===== src/rtl/issue_stage.sv =====
// issue_stage: one-entry registered issue slot between the fetcher and the
// ROB / RS / LSB. Decodes RV32I, captures operands (regfile, ROB, CDB or the
// same-cycle rename bypass), snoops the CDB while held, and backpressures the
// fetcher when the ROB or the target unit is full.
// Optional build macro ISSUE_STALL_CNT_EN adds stall_cycles / issued_cnt.
module issue_stage #(
  parameter int XLEN      = 32,
  parameter int ROB_POS_W = 4,
  parameter int N_CDB     = 2
) (
  input  logic                       clk,
  input  logic                       rst,
  input  logic                       rdy,
  input  logic                       rollback,
  input  logic                       if_inst_rdy,
  input  logic [31:0]                if_inst,
  input  logic [XLEN-1:0]            if_inst_pc,
  input  logic                       if_inst_pred_jump,
  output logic                       if_accept,
  output logic [4:0]                 reg_rs1,
  output logic [4:0]                 reg_rs2,
  input  logic [XLEN-1:0]            reg_rs1_val,
  input  logic [XLEN-1:0]            reg_rs2_val,
  input  logic [ROB_POS_W:0]         reg_rs1_rob_id,
  input  logic [ROB_POS_W:0]         reg_rs2_rob_id,
  output logic [ROB_POS_W-1:0]       rob_rs1_pos,
  output logic [ROB_POS_W-1:0]       rob_rs2_pos,
  input  logic                       rob_rs1_ready,
  input  logic                       rob_rs2_ready,
  input  logic [XLEN-1:0]            rob_rs1_val,
  input  logic [XLEN-1:0]            rob_rs2_val,
  input  logic [ROB_POS_W-1:0]       rob_nxt_pos,
  input  logic                       rob_full,
  input  logic                       rs_full,
  input  logic                       lsb_full,
  input  logic [N_CDB-1:0]           cdb_valid,
  input  logic [N_CDB*ROB_POS_W-1:0] cdb_rob_pos,
  input  logic [N_CDB*XLEN-1:0]      cdb_val,
  output logic                       issue,
  output logic                       rs_en,
  output logic                       lsb_en,
  output logic [6:0]                 opcode,
  output logic [2:0]                 func3,
  output logic                       func1,
  output logic [4:0]                 rd,
  output logic [XLEN-1:0]            imm,
  output logic [XLEN-1:0]            pc,
  output logic                       pre_jump,
  output logic                       is_store,
  output logic                       is_ready,
  output logic [XLEN-1:0]            rs1_val,
  output logic [XLEN-1:0]            rs2_val,
  output logic [ROB_POS_W:0]         rs1_rob_id,
  output logic [ROB_POS_W:0]         rs2_rob_id,
  output logic [ROB_POS_W-1:0]       rob_pos
`ifdef ISSUE_STALL_CNT_EN
  ,
  output logic [31:0]                stall_cycles,
  output logic [31:0]                issued_cnt
`endif
);

  localparam int TAG_W = ROB_POS_W + 1;

  localparam logic [6:0] OP_LUI    = 7'b0110111;
  localparam logic [6:0] OP_AUIPC  = 7'b0010111;
  localparam logic [6:0] OP_JAL    = 7'b1101111;
  localparam logic [6:0] OP_JALR   = 7'b1100111;
  localparam logic [6:0] OP_BRANCH = 7'b1100011;
  localparam logic [6:0] OP_LOAD   = 7'b0000011;
  localparam logic [6:0] OP_STORE  = 7'b0100011;
  localparam logic [6:0] OP_ARITHI = 7'b0010011;
  localparam logic [6:0] OP_ARITH  = 7'b0110011;

  typedef struct packed {
    logic [6:0]      opcode;
    logic [2:0]      func3;
    logic            func1;
    logic [4:0]      rd;
    logic [XLEN-1:0] imm;
    logic [XLEN-1:0] pc;
    logic            pre_jump;
    logic            is_store;
    logic            is_ready;
    logic            is_rs;
    logic            is_lsb;
    logic [XLEN-1:0] rs1_val;
    logic [XLEN-1:0] rs2_val;
    logic [TAG_W-1:0] rs1_id;
    logic [TAG_W-1:0] rs2_id;
  } slot_t;

  slot_t slot_q, slot_d, dec;
  logic  slot_valid_q, slot_valid_d;
  logic  use1, use2;
  logic  stall, issue_w, accept_w;
  logic  byp1, byp2;
  logic [31:0]            imm32;
  logic [XLEN:0]          cdb_cap1, cdb_cap2, cdb_snp1, cdb_snp2;
  logic [TAG_W+XLEN-1:0]  cap1, cap2;

  // Returns {hit, value}; channels are scanned high to low so the lowest index wins.
  function automatic logic [XLEN:0] cdb_lookup(
    input logic [ROB_POS_W-1:0]       pos,
    input logic [N_CDB-1:0]           v,
    input logic [N_CDB*ROB_POS_W-1:0] p,
    input logic [N_CDB*XLEN-1:0]      d
  );
    logic [XLEN:0] r;
    r = '0;
    for (int k = N_CDB - 1; k >= 0; k--) begin
      if (v[k] && (p[k*ROB_POS_W +: ROB_POS_W] == pos)) r = {1'b1, d[k*XLEN +: XLEN]};
    end
    return r;
  endfunction

  // Returns {tag, value} for one source operand in priority order.
  function automatic logic [TAG_W+XLEN-1:0] capture(
    input logic                 used,
    input logic [4:0]           src,
    input logic                 bypass,
    input logic [ROB_POS_W-1:0] nxt,
    input logic [XLEN-1:0]      rval,
    input logic [TAG_W-1:0]     rtag,
    input logic                 robr,
    input logic [XLEN-1:0]      robv,
    input logic [XLEN:0]        cdb
  );
    if (!used || src == 5'd0) return '0;
    // The regfile has not yet recorded the rename of the instruction issuing now.
    if (bypass) return {1'b1, nxt, {XLEN{1'b0}}};
    if (!rtag[TAG_W-1]) return {{TAG_W{1'b0}}, rval};
    if (robr) return {{TAG_W{1'b0}}, robv};
    if (cdb[XLEN]) return {{TAG_W{1'b0}}, cdb[XLEN-1:0]};
    return {rtag, {XLEN{1'b0}}};
  endfunction

  assign stall    = rob_full | (slot_q.is_rs & rs_full) | (slot_q.is_lsb & lsb_full);
  assign issue_w  = ~rst & rdy & ~rollback & slot_valid_q & ~stall;
  assign accept_w = ~rst & rdy & ~rollback & if_inst_rdy & (~slot_valid_q | issue_w);

  assign byp1 = issue_w && (slot_q.rd != 5'd0) && (slot_q.rd == if_inst[19:15]);
  assign byp2 = issue_w && (slot_q.rd != 5'd0) && (slot_q.rd == if_inst[24:20]);

  assign cdb_cap1 = cdb_lookup(reg_rs1_rob_id[ROB_POS_W-1:0], cdb_valid, cdb_rob_pos, cdb_val);
  assign cdb_cap2 = cdb_lookup(reg_rs2_rob_id[ROB_POS_W-1:0], cdb_valid, cdb_rob_pos, cdb_val);
  assign cdb_snp1 = cdb_lookup(slot_q.rs1_id[ROB_POS_W-1:0], cdb_valid, cdb_rob_pos, cdb_val);
  assign cdb_snp2 = cdb_lookup(slot_q.rs2_id[ROB_POS_W-1:0], cdb_valid, cdb_rob_pos, cdb_val);

  assign cap1 = capture(use1, if_inst[19:15], byp1, rob_nxt_pos, reg_rs1_val, reg_rs1_rob_id,
                        rob_rs1_ready, rob_rs1_val, cdb_cap1);
  assign cap2 = capture(use2, if_inst[24:20], byp2, rob_nxt_pos, reg_rs2_val, reg_rs2_rob_id,
                        rob_rs2_ready, rob_rs2_val, cdb_cap2);

  // Decode the offered instruction word into slot fields and operand usage.
  always_comb begin
    dec          = '0;
    use1         = 1'b0;
    use2         = 1'b0;
    imm32        = '0;
    dec.opcode   = if_inst[6:0];
    dec.func3    = if_inst[14:12];
    dec.func1    = if_inst[30];
    dec.rd       = if_inst[11:7];
    dec.pc       = if_inst_pc;
    dec.pre_jump = if_inst_pred_jump;
    case (if_inst[6:0])
      OP_LUI, OP_AUIPC: begin
        dec.is_rs = 1'b1;
        imm32     = {if_inst[31:12], 12'b0};
      end
      OP_JAL: begin
        dec.is_rs = 1'b1;
        imm32     = {{11{if_inst[31]}}, if_inst[31], if_inst[19:12], if_inst[20], if_inst[30:21], 1'b0};
      end
      OP_JALR, OP_ARITHI: begin
        dec.is_rs = 1'b1;
        use1      = 1'b1;
        imm32     = {{20{if_inst[31]}}, if_inst[31:20]};
      end
      OP_ARITH: begin
        dec.is_rs = 1'b1;
        use1      = 1'b1;
        use2      = 1'b1;
      end
      OP_BRANCH: begin
        dec.is_rs = 1'b1;
        dec.rd    = 5'd0;
        use1      = 1'b1;
        use2      = 1'b1;
        imm32     = {{19{if_inst[31]}}, if_inst[31], if_inst[7], if_inst[30:25], if_inst[11:8], 1'b0};
      end
      OP_LOAD: begin
        dec.is_lsb = 1'b1;
        use1       = 1'b1;
        imm32      = {{20{if_inst[31]}}, if_inst[31:20]};
      end
      OP_STORE: begin
        dec.is_lsb   = 1'b1;
        dec.is_store = 1'b1;
        dec.is_ready = 1'b1;
        dec.rd       = 5'd0;
        use1         = 1'b1;
        use2         = 1'b1;
        imm32        = {{20{if_inst[31]}}, if_inst[31:25], if_inst[11:7]};
      end
      // Unknown opcodes flow through and are dropped at issue; rd is cleared
      // so they never trigger the rename bypass.
      default: dec.rd = 5'd0;
    endcase
    dec.imm = {{(XLEN-31){imm32[31]}}, imm32[30:0]};
  end

  // Slot next state: load on accept, clear on issue/rollback, otherwise hold and snoop.
  always_comb begin
    slot_d       = slot_q;
    slot_valid_d = slot_valid_q;
    if (rdy) begin
      if (rollback) begin
        slot_valid_d = 1'b0;
      end else if (accept_w) begin
        slot_valid_d   = 1'b1;
        slot_d         = dec;
        slot_d.rs1_id  = cap1[TAG_W+XLEN-1:XLEN];
        slot_d.rs1_val = cap1[XLEN-1:0];
        slot_d.rs2_id  = cap2[TAG_W+XLEN-1:XLEN];
        slot_d.rs2_val = cap2[XLEN-1:0];
      end else begin
        if (issue_w) slot_valid_d = 1'b0;
        if (slot_q.rs1_id[TAG_W-1] && cdb_snp1[XLEN]) begin
          slot_d.rs1_val = cdb_snp1[XLEN-1:0];
          slot_d.rs1_id  = '0;
        end
        if (slot_q.rs2_id[TAG_W-1] && cdb_snp2[XLEN]) begin
          slot_d.rs2_val = cdb_snp2[XLEN-1:0];
          slot_d.rs2_id  = '0;
        end
      end
    end
  end

  // Slot state register.
  always_ff @(posedge clk) begin
    if (rst) begin
      slot_q       <= '0;
      slot_valid_q <= 1'b0;
    end else begin
      slot_q       <= slot_d;
      slot_valid_q <= slot_valid_d;
    end
  end

`ifdef ISSUE_STALL_CNT_EN
  logic [31:0] stall_cnt_q, issued_cnt_q;

  // Performance counters; both wrap naturally.
  always_ff @(posedge clk) begin
    if (rst) begin
      stall_cnt_q  <= '0;
      issued_cnt_q <= '0;
    end else begin
      if (slot_valid_q & stall & rdy & ~rollback) stall_cnt_q <= stall_cnt_q + 32'd1;
      if (issue_w) issued_cnt_q <= issued_cnt_q + 32'd1;
    end
  end

  assign stall_cycles = stall_cnt_q;
  assign issued_cnt   = issued_cnt_q;
`endif

  assign if_accept   = accept_w;
  assign issue       = issue_w;
  assign rs_en       = issue_w & slot_q.is_rs;
  assign lsb_en      = issue_w & slot_q.is_lsb;
  assign reg_rs1     = if_inst[19:15];
  assign reg_rs2     = if_inst[24:20];
  assign rob_rs1_pos = reg_rs1_rob_id[ROB_POS_W-1:0];
  assign rob_rs2_pos = reg_rs2_rob_id[ROB_POS_W-1:0];
  assign rob_pos     = rob_nxt_pos;
  assign opcode      = slot_q.opcode;
  assign func3       = slot_q.func3;
  assign func1       = slot_q.func1;
  assign rd          = slot_q.rd;
  assign imm         = slot_q.imm;
  assign pc          = slot_q.pc;
  assign pre_jump    = slot_q.pre_jump;
  assign is_store    = slot_q.is_store;
  assign is_ready    = slot_q.is_ready;
  assign rs1_val     = slot_q.rs1_val;
  assign rs2_val     = slot_q.rs2_val;
  assign rs1_rob_id  = slot_q.rs1_id;
  assign rs2_rob_id  = slot_q.rs2_id;

endmodule


===== config.mk =====
export PLATFORM = sky130hd
export DESIGN_NAME = issue_stage
export DESIGN_NICKNAME = d
export VERILOG_FILES = /design/src/rtl/issue_stage.sv
export SDC_FILE = /design/constraint.sdc
export NUM_CORES = 1
export LEC_CHECK = 0
export CAP_MARGIN = 20
export CORE_AREA = 2 2 183 185
export DETAILED_ROUTE_END_ITERATION = 8
export DIE_AREA = 0 0 185 187
export GPL_TIMING_DRIVEN = 0
export PLACE_DENSITY = 0.67
export SYNTH_ARGS = -nofsm -noshare
export SYNTH_HDL_FRONTEND = slang
export SYNTH_SLANG_ARGS = --single-unit

===== constraint.sdc =====
create_clock -name clk -period 6.6 [get_ports clk]
set_input_delay 1.98 -clock clk [delete_from_list [all_inputs] [get_ports clk]]
set_output_delay 1.98 -clock clk [all_outputs]
set_load 0.01 [all_outputs]

# Yosys cells after proc, flatten, opt, wreduce, memory -nomap -nowiden
# Cells that the tools add are included.
# totals
reg_bits	160
input_bits	291
out_inout_bits	183
wordCells	159
# classes
eq_ne	19
muxes	73
bitwise	17
reduce_logical	34
# ops
op	n
37-bit two-way mux	20
33-bit two-way mux	8
32-bit one-hot mux with 5 select lines	1
74-bit two-way mux	1
32-bit two-way mux	2
1-bit two-way mux	37
4-bit equality test	8
7-bit by 6-bit equality test with 1-bit output (second input constant)	3
7-bit equality test (second input constant)	3
5-bit two-way mux	3
7-bit by 5-bit equality test with 1-bit output (second input constant)	2
7-bit OR reduction	2
1-bit logical AND	13
1-bit AND	10
5-bit equality test	2
5-bit logical NOT	2
3-bit AND reduction	3
7-bit by 2-bit equality test with 1-bit output (second input constant)	1
3-bit OR reduction	2
6-bit OR reduction	1
5-bit nonzero test	1
1-bit NOT	4
2-bit nonzero test	2
2-bit OR reduction	2
other kinds (6)	10

# Logic depth before layout (Yosys ltp)
# Gate-level depths: netlist (run 1).
# depth
depth_word	24
depth_mapped	10
ltp_nobuf	6

# Worst setup path before layout (run 1)
# OpenSTA, ideal clock, no wires.
# synth_path
path_type	in2out
startpoint	in rst
endpoint	out if_accept
t_arrival_ns	3.523
path_slack_ns	1.097
cell_stages	6
cell_sequence	or4b_4 -> o21ai_2 -> nand2_2 -> clkinv_1 -> clkbuf_1 -> buf_1
# synth_via
elab_chain_len	7
elab_cells_between_ends	8
# synth_lines
item	line_no	text
start: declaration	12	input logic rst,
1-bit NOT *	139, 140	
1-bit AND * (2 in a row)	139, 140	
1-bit AND (2 in a row)	139	assign issue_w = ~rst & rdy & ~rollback & slot_valid_q & ~stall;
1-bit bitwise OR	140	assign accept_w = ~rst & rdy & ~rollback & if_inst_rdy & (~slot_valid_q | issue_w);
1-bit AND *	140	
end: declaration	19	output logic if_accept,
# Every way passes the cells marked *; elsewhere a longest branch is shown, timed or not.

# Final worst setup path (run 1)
# layout_path
startpoint	in rollback
endpoint	out if_accept
# layout_via
elab_chain_len	6
elab_cells_between_ends	7
# layout_lines
item	line_no	text
start: declaration	14	input logic rollback,
1-bit NOT (no source line) *	-	
1-bit AND *	139, 140	
1-bit AND (2 in a row)	139	
1-bit bitwise OR	140	
1-bit AND *	140	
# Marks and branches as above.

==> results of run 1 <==
==> metal layers <==
metal  track usage  vias to the layer above  part of all wire
met2         0.496                      871              0.46
met3        0.0726                      135              0.10
met5             0                        -           0.00043
met1         0.392                     6498              0.40
li1              -                     6341                 -
met4         0.136                        4             0.041
==> kinds of logic after synthesis <==
| logic type | count (synthesis) |
|---|---|
| buffers and inverters | 346 |
| AO/OA/AOI/OAI | 419 |
| flip-flops | 159 |
| XOR/XNOR | 42 |
| multiplexers | 9 |
| AND/OR/NAND/NOR | 591 |
==> repair_timing <==
action / in CTS / in global routing
endpoints found under the setup margin: 1 / 1
gates resized for setup: 2 / 1
hold endpoints to repair: 0 / 0
setup buffers: 0 / 0
==> power by group through the flow <==
stage | clock network, mW | registers, mW | logic [mW]
2_1_floorplan | 0 | 1.01 | 0.252
3_3_place_gp | 0 | 1.02 | 0.610
3_5_place_dp | 0 | 1.02 | 0.614
4_1_cts | 1.04 | 0.996 | 0.617
5_1_grt | 1.08 | 0.999 | 0.662
6_report | 1.03 | 0.996 | 0.627
==> critical path, cell delays in order <==
cell and delay [ns]:
clkdlybuf4s50_1 0.48, or4b_4 0.56, o21ai_2 0.19, nand2_2 0.16
clkinv_4 0.24, clkdlybuf4s50_1 0.59
==> metrics by stage <==
| stage | total power, mW | cell area [um^2] | hold WS (ns) |
|---|---|---|---|
| after floorplan | 1.27 | 11300 | 0.432 |
| after global placement | 1.63 | 16500 | 0.444 |
| after detailed placement | 1.63 | 16600 | 0.449 |
| after CTS | 2.65 | 17100 | 0.462 |
| after global routing | 2.74 | 17200 | 0.476 |
| final | 2.65 | 17200 | 0.457 |
==> state kept, by name, summed over array words and instances (netlist names) <==
name and count:
pc 32, rd 5, func3 3, is_store 1, imm 32, slot_q 2, rs2_val 32, rs1_rob_id 5
func1 1, opcode 7, pre_jump 1, rs2_rob_id 5, rs1_val 32, slot_valid_q 1
==> cell usage after synthesis (6+ instances only) <==
cell type | count | area share
a31oi_1 | 63 | 0.035
nand2b_1 | 6 | 0.0033
nor2_1 | 108 | 0.036
xor2_1 | 15 | 0.012
nor3_1 | 12 | 0.0053
a22oi_1 | 28 | 0.019
clkbuf_1 | 120 | 0.040
buf_4 | 177 | 0.12
dfxtp_1 | 159 | 0.28
a2111oi_2 | 12 | 0.016
inv_1 | 36 | 0.012
a211oi_1 | 33 | 0.022
xnor2_1 | 27 | 0.021
nand3_1 | 51 | 0.023
o21ai_0 | 82 | 0.036
o221a_2 | 63 | 0.063
nand2_1 | 357 | 0.12
a21oi_1 | 74 | 0.033
o2111a_1 | 32 | 0.032
buf_2 | 7 | 0.0031
nor4_1 | 24 | 0.013
==> final cells by class <==
type / instances / area, um^2
clock buffers: 17 / 425
multi-input cells: 1061 / 6160
repair buffers: 469 / 4690
plain buffers: 306 / 1830
flip-flops and latches: 159 / 3180
well taps: 448 / 561
inverters: 38 / 148
diodes: 12 / 30.0
clock inverters: 15 / 168
fillers: 3269 / 15700
==> worst min path at each step <==
| stage | startpoint | end | cells after the start |
|---|---|---|---|
| after CTS | pc[6] | pc[6] | 2 |
| after floorplan | imm[15] | imm[15] | 2 |
| after global routing | imm[15] | imm[15] | 2 |
| after global placement | imm[15] | imm[15] | 2 |
| after detailed placement | pc[12] | pc[12] | 2 |
| final | pc[6] | pc[6] | 2 |
==> results by group, run 1 <==
Outcome
  – Outcome: completed

Route
  – DRC viols: 0
  – First drt pass iteration count: 7
  – DRT antenna net count: 0
  – DR vias: 13,800
  – Via density: 5.48
  – Avg WL per Cell: 21.9 um
  – Initial DRC count: 1,684
  – Final wirelength: 55,400 um

Power and ir drop
  – Pint: 1.81 mW
  – P_leak: 6.68 nW
  – Net Sw Power: 842 uW
  – Combinational share of power: 0.236
  – Clk pwr share: 0.388
  – Net Sw Frac: 0.317
  – Reg power frac: 0.375
  – P per Cell Area: 154 mW/mm^2
  – Maximum VDD drop: 0.155 mV

STA
  – Setup TNS: 0 ns
  – FMAX: 0.162 GHz
  – Final Hold Fails: 0
  – Worst clock skew: 0.0103 ns
  – Worst-margin pin slew: 1.11 ns
  – Unrepaired setup endpoints after global routing: false
  – Slew HR: 0.253
  – Pins Over Slew Limit: 0
  – Final worst setup slack: 0.419 ns
  – Tmin final: 6.18 ns
  – Final worst path period share: 0.936
  – Setup Viol. Count Final: 0

Clocking
  – Clock-pin slew of the registers on the worst-case setup and hold paths: 0.08 ns
  – CTS tree: yes
  – CTS buffer count: 17
  – Clock sinks: 159
  – H-tree depth: 4
  – Clock tree buffer depth: 2
  – Root Driver: clkbuf_16
  – Worst skew pair latency: 0.44 ns
  – CTS Hold Buffers Added: 0

Place
  – Placed Cells incl. Taps: 2,482
  – Post-placement setup slack: -1.06 ns
  – PortBufs: 467
  – Hpwl dp: 42,700 um
  – Gpl congestion: 0.921

Yosys
  – Asr flop ratio synth: 0
  – Mux cell area share after synthesis: 0.00841
  – Largest family of logic cells by synthesized area: compound AO/OA/AOI/OAI gates
  – Mapped Cells: 1,566
  – Compound-Gate Fraction of Synth Area: 0.280
  – Synth unique cells: 60
  – Synthesized flop and latch total: 159
  – Simple-Gate Fraction of Synth Area: 0.223
  – Syn nets: 1,857
  – Ys Warns: 0
  – Mean Syn Cell Area: 7.22 um^2
  – Ys flop type: dfxtp_1
  – Post-Synth XOR/XNOR Area: 0.0325
  – Register area share after synthesis: 0.281
  – Mapped Area: 0.0113 mm^2
  – Adder-cell share of the synthesized area: 0
  – Post-synth EDFFs: 0

Layout
  – Commonest non-fill, non-tap cell in the layout: clkdlybuf4s50_1
  – Layout area overhead: 52.0%
  – Fin util: 0.523
  – Fraction of layout cells with a size suffix above 1: 0.152
  – Final cell count without fillers: 2,525
  – Most frequent cells in the layout: clkdlybuf4s50_1 (466), nand2_1 (357), buf_4 (178)
  – Nets@finish: 2,343

Global route
  – First-pass GRT wire length: 81,400 um
  – Total grt overflow: 0
  – Global Route Usage Sum: 0.309
  – Largest net degree at the start of global routing: 28
  – Initial antenna violation count: 13
  – Vias in the first global route: 13,400

Setup path
  – Crit path kind: primary input to output pin
  – Setup crit start: rollback
  – Reg2reg setup slack: 3.14 ns
  – FF-to-FF Start: rs2_rob_id[0]
  – CP arrival: 4.20 ns
  – Critical Path Sink: if_accept
  – Critical Path Sink Type: output pin
  – CP required: 4.62 ns
  – RR Endpoint: rs2_val[30]
  – Critical Path Source Type: primary input
  – Crit Path Max Fanout: 27
  – R2R depth: 10

Floorplan
  – Initial Utilization: 0.344
  – Die span in y: 187 um
  – Die area: 0.0346 mm^2
  – Core area: 0.0329 mm^2
  – Core Rows: 67
  – Die Width: 185 um
  – # IOs: 474

Flow run
  – Max Cap Viol: 0

Min path
  – Hold WC Path Type: flip-flop to flip-flop
(Power assumes the default switching activity.)
==> run 2, diff against run 1 <==
--- a/config.mk
+++ b/config.mk
@@ -10,7 +10,7 @@
 export DETAILED_ROUTE_END_ITERATION = 8
 export DIE_AREA = 0 0 185 187
 export GPL_TIMING_DRIVEN = 0
-export PLACE_DENSITY = 0.67
+export PLACE_DENSITY = 0.7
 export SYNTH_ARGS = -nofsm -noshare
 export SYNTH_HDL_FRONTEND = slang
 export SYNTH_SLANG_ARGS = --single-unit
==> run 2 against run 1 <==
Effect of this change:
- non-clock buffer count stayed put
- first-iteration DRC count shrank 24%
- die area did not move
- sequential power barely moved
- combinational power barely moved
- clock power is 5% higher
==> results by group, run 2 (same netlist as run 1, synthesis figures left out) <==
Place
  – Hpwl dp: 42,600 um (was 42,700 um)
  – Gpl congestion: 0.919 (was 0.921)
  – PortBufs: 467 (unchanged)
  – Post-placement setup slack: -1.02 ns (was -1.06 ns)

Min path
  – Hold path start: pc[31] (was pc[6])
  – Worst Hold Depth: 2 (unchanged)
  – Hold Path End: pc[31] (was pc[6])
  – Hold WC Path Type: flip-flop to flip-flop (unchanged)

STA
  – Slew HR: 0.240 (was 0.253)
  – Final worst setup slack: 0.106 ns (was 0.419 ns)
  – Worst-margin pin slew: 1.13 ns (was 1.11 ns)
  – FMAX: 0.154 GHz (was 0.162 GHz)
  – Final Hold Fails: 0 (unchanged)
  – Hold Slack: 0.457 ns (about the same)
  – Final worst path period share: 0.984 (was 0.936)
  – Tmin final: 6.49 ns (was 6.18 ns)
  – Unrepaired setup endpoints after global routing: false (unchanged)
  – Pins Over Slew Limit: 0 (unchanged)
  – Worst clock skew: 0.0134 ns (was 0.0103 ns)
  – Setup Viol. Count Final: 0 (unchanged)

Setup path
  – CP required: 4.62 ns (about the same)
  – Crit path largest cell delay: 0.66 ns (was 0.59 ns)
  – Reg2reg setup slack: 3.02 ns (was 3.14 ns)
  – CP arrival: 4.51 ns (was 4.20 ns)
  – Crit-path cells: clkdlybuf4s50_1, or4b_4, o21ai_2, nand2_2, clkinv_4, clkdlybuf4s50_1 (unchanged)
  – R2R depth: 10 (unchanged)
  – FF-to-FF Start: rs2_rob_id[1] (was rs2_rob_id[0])
  – Most frequent cell on the critical path: clkdlybuf4s50_1 (unchanged)
  – Crit path kind: primary input to output pin (unchanged)
  – RR Endpoint: rs2_val[30] (unchanged)
  – Critical Path Source Type: primary input (unchanged)
  – Critical Path Sink Type: output pin (unchanged)
  – Slowest stage cell, crit path: clkdlybuf4s50_1 (unchanged)
  – Crit Path Max Fanout: 27 (unchanged)

Clocking
  – Clock tree buffer depth: 2 (unchanged)
  – Clock-pin slew of the registers on the worst-case setup and hold paths: 0.07 ns (was 0.08 ns)
  – CTS tree: yes (unchanged)
  – Postcts setup bufs: 0 (unchanged)
  – H-tree depth: 4 (unchanged)
  – Root Driver: clkbuf_16 (unchanged)
  – CTS resizes: 2 (unchanged)
  – CTS buffer count: 17 (unchanged)
  – Worst skew pair latency: 0.44 ns (about the same)
  – CTS Hold Buffers Added: 0 (unchanged)
  – Clock sinks: 159 (unchanged)

Floorplan
  – Die area: 0.0346 mm^2 (unchanged)
  – # IOs: 474 (unchanged)
  – Initial Utilization: 0.344 (unchanged)
  – Core area: 0.0329 mm^2 (unchanged)
  – Die span in y: 187 um (unchanged)
  – Die Width: 185 um (unchanged)
  – Core Rows: 67 (unchanged)

Global route
  – Vias in the first global route: 13,300 (was 13,400)
  – Initial antenna violation count: 8 (was 13)
  – Largest net degree at the start of global routing: 28 (unchanged)
  – Global Route Usage Sum: 0.303 (was 0.309)
  – Total grt overflow: 0 (unchanged)
  – First-pass GRT wire length: 80,200 um (was 81,400 um)

Route
  – Initial DRC count: 1,279 (was 1,684)
  – Via density: 5.53 (was 5.48)
  – Avg WL per Cell: 21.7 um (was 21.9 um)
  – First drt pass iteration count: 6 (was 7)
  – DR vias: 13,900 (was 13,800)
  – Final wirelength: 54,700 um (was 55,400 um)
  – DRT antenna net count: 0 (unchanged)
  – DRC viols: 0 (unchanged)

Power and ir drop
  – P_leak: 6.69 nW (was 6.68 nW)
  – P per Cell Area: 157 mW/mm^2 (was 154 mW/mm^2)
  – Maximum VDD drop: 0.172 mV (was 0.155 mV)

Layout
  – Most frequent cells in the layout: clkdlybuf4s50_1 (467), nand2_1 (357), buf_4 (179) (was clkdlybuf4s50_1 (466), nand2_1 (357), buf_4 (178))
  – Nets@finish: 2,343 (unchanged)
  – Fraction of layout cells with a size suffix above 1: 0.153 (was 0.152)
  – Layout area overhead: 52.1% (was 52.0%)
  – Filler Cells Inserted: 3,252 (was 3,269)
  – Commonest non-fill, non-tap cell in the layout: clkdlybuf4s50_1 (unchanged)

Outcome
  – Outcome: completed (unchanged)

Flow run
  – Max Cap Viol: 0 (unchanged)
## run 2: cell types whose count changed in the layout (fill, tap and decap cells not counted), moves of 2 or more
cell / delta
clkbuf_8: +2
inv_6: +2
bufinv_16: +2
inv_8: -2
clkinv_8: -3
diode_2: -6
## run 2: worst max path at each step
stage                     from   endpoint  slack [ns]
after global placement     rst  if_accept       -1.02
after floorplan            rst  if_accept        1.10
final                      rst  if_accept        0.11
after global routing       rst      rs_en        0.05
after CTS                  rst      rs_en        0.09
after detailed placement   rst  if_accept       -1.02
## run 2: final cells by class
type                    instances  area, um^2  share of cell area
multi-input cells            1061        6160               0.358
repair buffers                469        4690               0.273
flip-flops and latches        159        3180               0.185
plain buffers                 306        1830               0.106
well taps                     448         561              0.0326
clock buffers                  19         453              0.0263
clock inverters                13         169             0.00982
inverters                      38         148             0.00858
diodes                          6        15.0            0.000872
## run 2: metal layers
metal  GRT usage  vias up  part of all wire
met4       0.124        4             0.038
met5           0        -           0.00042
met1       0.387     6531              0.40
met3      0.0666      144             0.096
met2       0.495      895              0.46
li1            -     6345                 -
## run 2: where the power goes
part           internal, mW  total, mW  switching [mW]
clock network         0.595       1.08           0.488
logic                 0.320      0.626           0.306
registers             0.982      0.996          0.0140
total                  1.90       2.71           0.808
## run 2: critical path, delay by kind of cell
kind | cells | cell delay [ns]
simple gates | 2 | 0.82
compound gates | 1 | 0.19
buf+inv | 3 | 1.51
## run 2: per-stage QoR
step | util | power (mW) | cell area (um^2) | instances | setup TNS (ns)
finish | 0.524 | 2.71 | 17200 | 2519 | 0
global route | 0.523 | 2.79 | 17200 | 2516 | 0
global placement | 0.504 | 1.63 | 16500 | 2481 | -1.02
detailed placement | 0.504 | 1.63 | 16600 | 2483 | -1.02
CTS | 0.523 | 2.71 | 17200 | 2513 | 0
floorplan | - | 1.27 | 11300 | 1566 | 0
